**src/rtl/pmc_hw_accelerator_ctrl.sv**
```systemverilog
// Load/compute/unload sequencer for the PMC accelerator shift path.
// Optional RUN watchdog is enabled by defining PMC_HW_ACC_CTRL_TIMEOUT_EN.
module pmc_hw_accelerator_ctrl #(
    parameter int ADDR_W  = 16,
    parameter int BEATS   = 8,
    parameter int TIMEOUT = 1024
) (
    input  logic              clk,
    input  logic              rst,
    input  logic              start,
    input  logic [ADDR_W-1:0] src_addr,
    input  logic [ADDR_W-1:0] dst_addr,
    output logic              busy,
    output logic              done,
    output logic              err,
    output logic [ADDR_W-1:0] pm_addr,
    output logic              pm_rd,
    output logic              pm_wr,
    output logic              sh_a,
    output logic              core_start,
    input  logic              core_done
);
    localparam int KW = (BEATS > 1) ? $clog2(BEATS) : 1;
    localparam logic [KW-1:0] K_LAST = KW'(BEATS - 1);

    typedef enum logic [2:0] {
        S_IDLE, S_LD_RD, S_LD_SH, S_RUN_GO, S_RUN_WAIT, S_UL, S_FIN
    } state_t;

    state_t            r_state, w_state_nxt;
    logic [KW-1:0]     r_k, w_k_nxt;
    logic [ADDR_W-1:0] r_src, r_dst, w_src_base;
    logic [ADDR_W-1:0] r_pm_addr, w_pm_addr;
    logic              r_busy, r_done, r_pm_rd, r_pm_wr, r_sh_a, r_core_start;
    logic              w_busy, w_done, w_pm_rd, w_pm_wr, w_sh_a, w_core_start;
    logic              w_err;
    logic              w_wd_exp;

`ifdef PMC_HW_ACC_CTRL_TIMEOUT_EN
    localparam int WDW = $clog2(TIMEOUT + 1);
    logic [WDW-1:0] r_wd;
    logic           r_err;

    always_ff @(posedge clk or posedge rst) begin
        if (rst) begin
            r_wd  <= '0;
            r_err <= 1'b0;
        end else begin
            r_wd  <= (r_state == S_RUN_WAIT) ? r_wd + 1'b1 : '0;
            r_err <= w_err;
        end
    end

    // Expiry flags the TIMEOUT-th consecutive RUN_WAIT cycle
    assign w_wd_exp = (r_wd == WDW'(TIMEOUT - 1));
    assign err      = r_err;
`else
    logic w_unused_timeout;
    assign w_unused_timeout = (TIMEOUT > 0);
    assign w_wd_exp         = 1'b0;
    assign err              = 1'b0;
`endif

    // The address must be usable in the accept cycle, before it is latched
    assign w_src_base = (r_state == S_IDLE) ? src_addr : r_src;

    always_comb begin
        w_state_nxt  = r_state;
        w_k_nxt      = r_k;
        w_err        = 1'b0;
        w_pm_addr    = '0;
        w_pm_rd      = 1'b0;
        w_pm_wr      = 1'b0;
        w_sh_a       = 1'b0;
        w_core_start = 1'b0;
        w_done       = 1'b0;
        case (r_state)
            S_IDLE: begin
                if (start) begin
                    w_state_nxt = S_LD_RD;
                    w_k_nxt     = '0;
                end
            end
            S_LD_RD:  w_state_nxt = S_LD_SH;
            S_LD_SH: begin
                if (r_k == K_LAST) begin
                    w_k_nxt     = '0;
                    w_state_nxt = S_RUN_GO;
                end else begin
                    w_k_nxt     = r_k + 1'b1;
                    w_state_nxt = S_LD_RD;
                end
            end
            S_RUN_GO: w_state_nxt = S_RUN_WAIT;
            S_RUN_WAIT: begin
                if (core_done) begin
                    w_state_nxt = S_UL;
                end else if (w_wd_exp) begin
                    w_state_nxt = S_FIN;
                    w_err       = 1'b1;
                end
            end
            S_UL: begin
                if (r_k == K_LAST) begin
                    w_k_nxt     = '0;
                    w_state_nxt = S_FIN;
                end else begin
                    w_k_nxt     = r_k + 1'b1;
                end
            end
            S_FIN:    w_state_nxt = S_IDLE;
            default:  w_state_nxt = S_IDLE;
        endcase

        // Outputs are registered, so decode them from the state being entered
        case (w_state_nxt)
            S_LD_RD: begin
                w_pm_addr = w_src_base + ADDR_W'(w_k_nxt);
                w_pm_rd   = 1'b1;
            end
            S_LD_SH:  w_sh_a       = 1'b1;
            S_RUN_GO: w_core_start = 1'b1;
            S_UL: begin
                w_pm_addr = r_dst + ADDR_W'(w_k_nxt);
                w_pm_wr   = 1'b1;
                w_sh_a    = 1'b1;
            end
            S_FIN:    w_done = 1'b1;
            default:  ;
        endcase
        w_busy = (w_state_nxt != S_IDLE);
    end

    always_ff @(posedge clk or posedge rst) begin
        if (rst) begin
            r_state      <= S_IDLE;
            r_k          <= '0;
            r_src        <= '0;
            r_dst        <= '0;
            r_pm_addr    <= '0;
            r_busy       <= 1'b0;
            r_done       <= 1'b0;
            r_pm_rd      <= 1'b0;
            r_pm_wr      <= 1'b0;
            r_sh_a       <= 1'b0;
            r_core_start <= 1'b0;
        end else begin
            r_state      <= w_state_nxt;
            r_k          <= w_k_nxt;
            if (r_state == S_IDLE && start) begin
                r_src <= src_addr;
                r_dst <= dst_addr;
            end
            r_pm_addr    <= w_pm_addr;
            r_busy       <= w_busy;
            r_done       <= w_done;
            r_pm_rd      <= w_pm_rd;
            r_pm_wr      <= w_pm_wr;
            r_sh_a       <= w_sh_a;
            r_core_start <= w_core_start;
        end
    end

    assign busy       = r_busy;
    assign done       = r_done;
    assign pm_addr    = r_pm_addr;
    assign pm_rd      = r_pm_rd;
    assign pm_wr      = r_pm_wr;
    assign sh_a       = r_sh_a;
    assign core_start = r_core_start;

endmodule
```
**config.mk**
```make
export PLATFORM = sky130hd
export DESIGN_NAME = pmc_hw_accelerator_ctrl
export DESIGN_NICKNAME = d
export VERILOG_FILES = /design/src/rtl/pmc_hw_accelerator_ctrl.sv
export SDC_FILE = /design/constraint.sdc
export NUM_CORES = 1
export LEC_CHECK = 0
export CAP_MARGIN = 20
export CORE_MARGIN = 2
export CORE_UTILIZATION = 42
export DETAILED_ROUTE_END_ITERATION = 10
export PLACE_DENSITY = 0.79
export RECOVER_POWER = 50
export SYNTH_ARGS = -nofsm -noshare
export SYNTH_HDL_FRONTEND = slang
export SYNTH_SLANG_ARGS = --single-unit
```
**constraint.sdc**
```tcl
create_clock -name clk -period 4.55 [get_ports clk]
set_input_delay 0.6825 -clock clk [delete_from_list [all_inputs] [get_ports clk]]
set_output_delay 0.6825 -clock clk [all_outputs]
set_load 0.01 [all_outputs]
```
==> results.md, run 1 <==
- Crit-path max FO: 23
- CP peak stage delay: 0.40 ns
- Critical path arrival: between 3 and 4 ns
- Pin count of the biggest net entering global routing: 36
- Final Slew Violations: 0
- Routed WL: 6400 um
- Reg area: 1500 um2
- Fmax: around 0.28 GHz
- Critical R2R Launch: r_k[0]
- Final setup TNS: 0 ns
- I/O Buffers: 57
- Worst path slowest cell: dfrtp_1
- Library cells used by synthesis: 50
- Global route overflow: 0
- Met3 WL: 333 um
- Delay-heaviest family, CP: compound AO/OA/AOI/OAI gates
- Vias: around 2200
- Die area: 8090 um2
- Worst setup SP type: register
- Hold Fails Final Rpt: 0
- Post-Syn Area per Cell: 11.5 um2
- FP Rows: 31
- Max cap viols: 0
- # DRC: 0
- Final period util: 0.773
- Unrepaired setup endpoints after global routing: false
- Antenna violations before repair: 0
- Syn Std Cell Area: 3100 um2
- Post-synth net total: 312
- Total track usage: 0.166
- Vias per cell: 5.12
- WP buf/inv: 2
- Minimum clock period: between 3 and 4 ns
- N_diodes: 0
- M1 WL: approximately 2800 um
- Vias in the first global route: 2141
- Crit path kind: register to register
- EDFF count, synth: 0
- Cells after synthesis: 270
- DRT Pass-1 Iters: 4
- HPWL after DPL: around 4700 um
- Worst vdd ir: 0.000275 V
- Tot Pwr: 2.75 mW
- Clock sinks: 60
- Hold_sp: r_src[13]
- Routability congestion estimate: between 0.8 and 0.9
- Buffer type at the clock tree root: clkbuf_8
- Post-CTS Resized: 0
- CP cell instances: ha_1 -> ha_1 -> nand2b_1 -> a21o_1 -> inv_1 -> buf_4 -> nor2_1 -> a21o_1 -> ha_1 -> a21o_1 -> a21oi_1 -> a211o_1 -> nor4b_4 -> nand2_2 -> mux2_4
- # IOs: 59
- Post-synthesis sequential area ratio: 0.484
- Yosys top cell by area: dfrtp_1
- Synth top area share: 0.484
- Hold_buf cts: 0
- Clock Skews: between 0.008 and 0.009 ns
- Final hold slack: 0.489 ns
- Register bit count reported by yosys: 60
- Leakage: between 1.5 and 2 nW
- Synth Warn #: 0
- Num CTS Buffers: 9
- Power per cell area: 700 nW/um2
- DIE HEIGHT: 90.0 um
- H-tree depth: 3
- Worst Setup SP: r_k[0]
- Most used flip-flop cell after synthesis: dfrtp_1
- DRT iter0 DRCs: between 100 and 150
- Area grow syn2layout: 26.7%
- Worst-margin pin slew: 1.36 ns
- CP Capture Type: register
- Multi-input logic area: 1490 um2
- Final setup viols: 0
- Antenna viol nets, final: 0
- CTS tree: yes
- Hold WC Path Type: register to register
- Clock slew at reported path FFs: roughly 0.06 ns
- Die Wd: 90.0 um
- Max layer used: met4
- Async set-reset flop share out of synthesis: 1.00
- Initial Utilization: 0.430
- First-pass GRT wire length: roughly 11000 um
- Fillers: roughly 640
- Final nets: 370
- Worst skew pair latency: 0.33 ns
- Top cells by area, synth: dfrtp_1, mux2_2, mux2_1
- CORE AREA: 7210 um2
- Post-CTS Setup Bufs: 0
- Routed length per instance: 14.9 um
- Clock buffer depth: 2
- Share of layout cells above drive strength 1: 0.169
- Routed wl met2: 3070 um
- Slew HR: 0.0966
- CP required: about 4.8 ns
- Status: finished clean
-- worst reg2reg max path, cell delays in order (launching register included) --
cell      delay, ns
dfrtp_1        0.40
ha_1           0.21
ha_1           0.23
nand2b_1       0.18
a21o_1         0.20
inv_1          0.10
buf_4          0.26
nor2_1         0.08
a21o_1         0.19
ha_1           0.29
a21o_1         0.11
a21oi_1        0.08
a211o_1        0.30
nor4b_4        0.37
nand2_2        0.10
mux2_4         0.31
-- routing by layer --
| metal | track usage | vias up |
|---|---|---|
| li1 | - | 1068 |
| met5 | 0 | - |
| met4 | 0.0859 | 0 |
| met3 | 0.0377 | 15 |
| met2 | 0.256 | 65 |
| met1 | 0.221 | 1055 |
-- layout by cell type (no fill, tap or decap), types with 3 or more instances in the layout --
master and instances:
nor2b_1 5, and3_1 3, nand2_1 17, o21ai_0 9, nor2_1 22, dlygate4sd3_1 3, a31oi_1 4, o311a_1 4
buf_4 3, a21oi_1 7, clkdlybuf4s50_1 54, ha_1 5, o31ai_1 3, mux2i_1 14, nand3_1 4, a21o_1 3
nand2b_1 5, clkbuf_1 3, inv_1 7, dfrtp_1 60, clkbuf_8 11, xnor2_1 7, mux2_2 31, mux2_1 13
-- state kept, by name (all words and copies together), names as in the netlist --
name / cells
pm_addr: 16
r_dst: 16
r_src: 16
r_k: 3
r_state: 3
busy: 1
core_start: 1
done: 1
pm_rd: 1
pm_wr: 1
sh_a: 1
-- final timing paths --
kind,to,slack (ns),depth (start not counted)
min in group asynchronous,pm_addr[13],1.16,2
worst max-delay path,pm_addr[11],1.03,15
worst max register to register,pm_addr[11],1.03,15
max in group asynchronous,r_src[8],1.54,3
worst min-delay path,r_src[13],0.49,1
worst min register to register,r_src[13],0.49,1
-- metrics by stage --
step,util,cells,setup slack [ns],cell area [um2]
after CTS,0.547,430,1.02,3950
after floorplan,-,270,0.816,3100
final,0.545,430,1.03,3930
after global routing,0.545,430,0.740,3930
after global placement,0.520,416,0.865,3750
after detailed placement,0.520,416,0.751,3750
-- Yosys cell counts, types with 3 or more instances --
cell type	instances
dfrtp_1	60
mux2_2	31
nor2_1	22
nand2_1	17
mux2i_1	14
mux2_1	13
o21ai_0	9
a21oi_1	7
inv_1	7
xnor2_1	7
ha_1	5
nand2b_1	5
nor2b_1	5
a31oi_1	4
buf_1	4
buf_2	4
clkbuf_1	4
nand3_1	4
o311a_1	4
a21o_1	3
and3_1	3
-- cell families after synthesis --
logic type | synth area share
buf+inv | 0.0355
compound gates | 0.0903
xor+xnor | 0.0254
fa+ha+maj | 0.0266
other cells | 0.00121
mux | 0.219
flops | 0.484
simple gates | 0.118
-- where the power goes --
group | internal (mW) | switching (mW) | leakage, nW | total [mW]
sequential | 0.762 | 0.191 | 0.747 | 0.953
clock | 0.276 | 0.187 | 0.0983 | 0.463
combinational | 0.671 | 0.666 | 0.871 | 1.34
total | 1.71 | 1.04 | 1.72 | 2.75
-- layout make-up --
type,instances,share of cell area
clock buffer,12,0.0395
clock inverter,2,0.00891
inverter,8,0.00764
multi-input combinational,187,0.378
sequential,60,0.382
tap,99,0.0315
timing repair buffer,62,0.153
(Power assumes the default switching activity.)
==> inputs of run 2 (changes only) <==
--- a/config.mk
+++ b/config.mk
@@ -9,7 +9,7 @@
 export CORE_MARGIN = 2
 export CORE_UTILIZATION = 42
 export DETAILED_ROUTE_END_ITERATION = 10
-export PLACE_DENSITY = 0.79
+export PLACE_DENSITY = 0.81
 export RECOVER_POWER = 50
 export SYNTH_ARGS = -nofsm -noshare
 export SYNTH_HDL_FRONTEND = slang
==> constraint.sdc (replaced) <==
create_clock -name clk -period 3.2 [get_ports clk]
set_input_delay 0.48 -clock clk [delete_from_list [all_inputs] [get_ports clk]]
set_output_delay 0.48 -clock clk [all_outputs]
set_load 0.01 [all_outputs]
==> run 2 against run 1 <==
  * Cell area grew 7.8%
  * Wire length grew 4.3%
  * Worst hold slack lost 0.0089 ns
  * Maximum frequency grew 11%
  * First-iteration DRC count shrank 17%
  * Register-to-register slack lost 1.0 ns
  * Power grew 59%
  * Non-clock buffer count grew 24
  * Global-route usage grew 0.55 points
  * Count of clock-buffer cells in the layout shrank 1
  * Cell count grew 6.0%
  * Critical path type unchanged
  * Largest cell class is now multi-input gates
  * Highest routed layer unchanged
==> results.md, run 2 (synthesis results as in run 1) <==
- Minimum clock period: ~3.2 ns
- Hold_buf cts: 0
- Num CTS Buffers: 9
- Commonest non-fill, non-tap cell in the layout: dfrtp_1
- Crit path kind: register to register
- DRT Pass-1 Iters: 4
- N_diodes: 0
- Int Pwr: 2.77 mW
- Initial Utilization: 0.430
- Final WS setup: 0.0279 ns
- Worst vdd ir: slightly below 0.0005 V
- Antenna violations before repair: 0
- Power per cell area: 1030 nW/um2
- I/O Buffers: 57
- CORE AREA: 7210 um2
- Total track usage: 0.172
- Clock sinks: 60
- R2r setup slk: about 0.028 ns
- Routed length per instance: 14.6 um
- Delay-heaviest family, CP: compound AO/OA/AOI/OAI gates
- Pin count of the biggest net entering global routing: 33
- Global route overflow: 0
- CTS tree: yes
- CP required: roughly 3.4 ns
- FP Rows: 31
- Hold WC Path Type: register to register
- First-pass GRT wire length: 10900 um
- Vias per cell: between 5 and 6
- Status: finished clean
- Sequential Power Share: 0.298
- Worst path most repeated cell: a21o_1
- Hold Fails Final Rpt: 0
- Area grow syn2layout: 36.7%
- Final setup viols: 0
- Most frequent cells in the layout: dfrtp_1, clkdlybuf4s50_1, mux2_2
- Antenna viol nets, final: 0
- Clock Skews: 0.00869 ns
- Cell Count Post-Placement: 432
- Leakage: 1.86 nW
- Slew HR: 0.573
- Switching Fraction: 0.368
- Critical path arrival: 3.40 ns
- H-tree depth: 3
- Worst-margin pin slew: 0.640 ns
- CP cell instances: ha_2 -> ha_4 -> nand2b_4 -> a21o_1 -> inv_2 -> buf_6 -> nor2_2 -> a21o_1 -> ha_1 -> a21o_1 -> a21oi_2 -> a211o_1 -> nor4b_4 -> buf_4 -> a31o_1 -> a21oi_2
- HPWL after DPL: 4850 um
- DIE HEIGHT: around 90 um
- CP peak stage delay: 0.41 ns
- Buffer type at the clock tree root: clkbuf_8
- Unrepaired setup endpoints after global routing: true
- Clock buffer depth: 2
- Placement Setup Slack: -0.175 ns
- Share of layout cells above drive strength 1: 0.286
- Fmax: 0.315 GHz
- Routed WL: 6670 um
- WP buf/inv: 3
- Die area: 8090 um2
- Clock slew at reported path FFs: 0.07 ns
- Routability congestion estimate: about 0.9
- Worst path slowest cell: dfrtp_1
- Final period util: 0.991
- Worst setup SP type: register
- Final nets: 394
- Fin cells: 456
- Logic pwr share: 0.519
- Final Slew Violations: 0
- Crit-path max FO: 5
- Worst skew pair latency: 0.35 ns
- DRT iter0 DRCs: 85
- Vias: about 2300
- Vias in the first global route: roughly 2400
- CP Capture Type: register
- # DRC: 0
- # IOs: 59
- Die Wd: roughly 90 um
- Max cap viols: 0
- Clock share of power: 0.184
- Switching power: 1.61 mW
-- run 2: final timing paths --
kind | to | depth (start not counted) | start
worst min-delay path | r_src[13] | 1 | r_src[13]
worst min register to register | r_src[13] | 1 | r_src[13]
max in group asynchronous | r_state[2] | 3 | rst
worst max-delay path | pm_addr[15] | 16 | r_k[0]
min in group asynchronous | pm_addr[11] | 2 | rst
worst max register to register | pm_addr[15] | 16 | r_k[0]
-- run 2: metrics by stage --
stage	area [um2]	util	setup TNS [ns]	hold slack [ns]	power [mW]
global route	4240	0.588	-0.445	0.528	4.69
floorplan	3150	-	-0.0584	0.450	2.81
CTS	4150	0.576	0	0.487	4.27
finish	4240	0.588	0	0.480	4.39
global placement	3920	0.544	-0.0741	0.461	3.38
detailed placement	3920	0.544	-0.273	0.472	3.45
-- run 2: layout make-up --
type,instances,area [um2]
clock inverter,5,100
tap,99,124
inverter,8,30.0
timing repair buffer,86,805
fill,586,2970
sequential,60,1500
clock buffer,11,131
multi-input combinational,187,1550
-- run 2: per-layer routing --
metal  vias up  routed length (um)  track usage
li1       1126                   -            -
met1      1138                3050        0.218
met2        57                3180        0.272
met3        13                 280       0.0411
met4         0                 170       0.0962
met5         -                   0            0
-- run 2: worst reg2reg max path, delay by kind of cell (launching register included) --
| family | cells | cell delay, ns |
|---|---|---|
| compound gates | 7 | 1.07 |
| fa+ha+maj | 3 | 0.67 |
| flops | 1 | 0.41 |
| simple gates | 3 | 0.54 |
| buf+inv | 3 | 0.38 |
-- run 2: repair_timing --
action / CTS / global route
gates resized for setup: 0 / 8
endpoints found under the setup margin: 0 / 5
buffers inserted: 0 / 8
-- run 2: power by group through the flow --
stage | logic, mW | registers, mW | clock network, mW
after floorplan | 1.54 | 1.27 | 0
after global placement | 2.08 | 1.30 | 0
after detailed placement | 2.13 | 1.31 | 0
after CTS | 2.15 | 1.30 | 0.819
after global routing | 2.49 | 1.34 | 0.857
final | 2.28 | 1.31 | 0.805
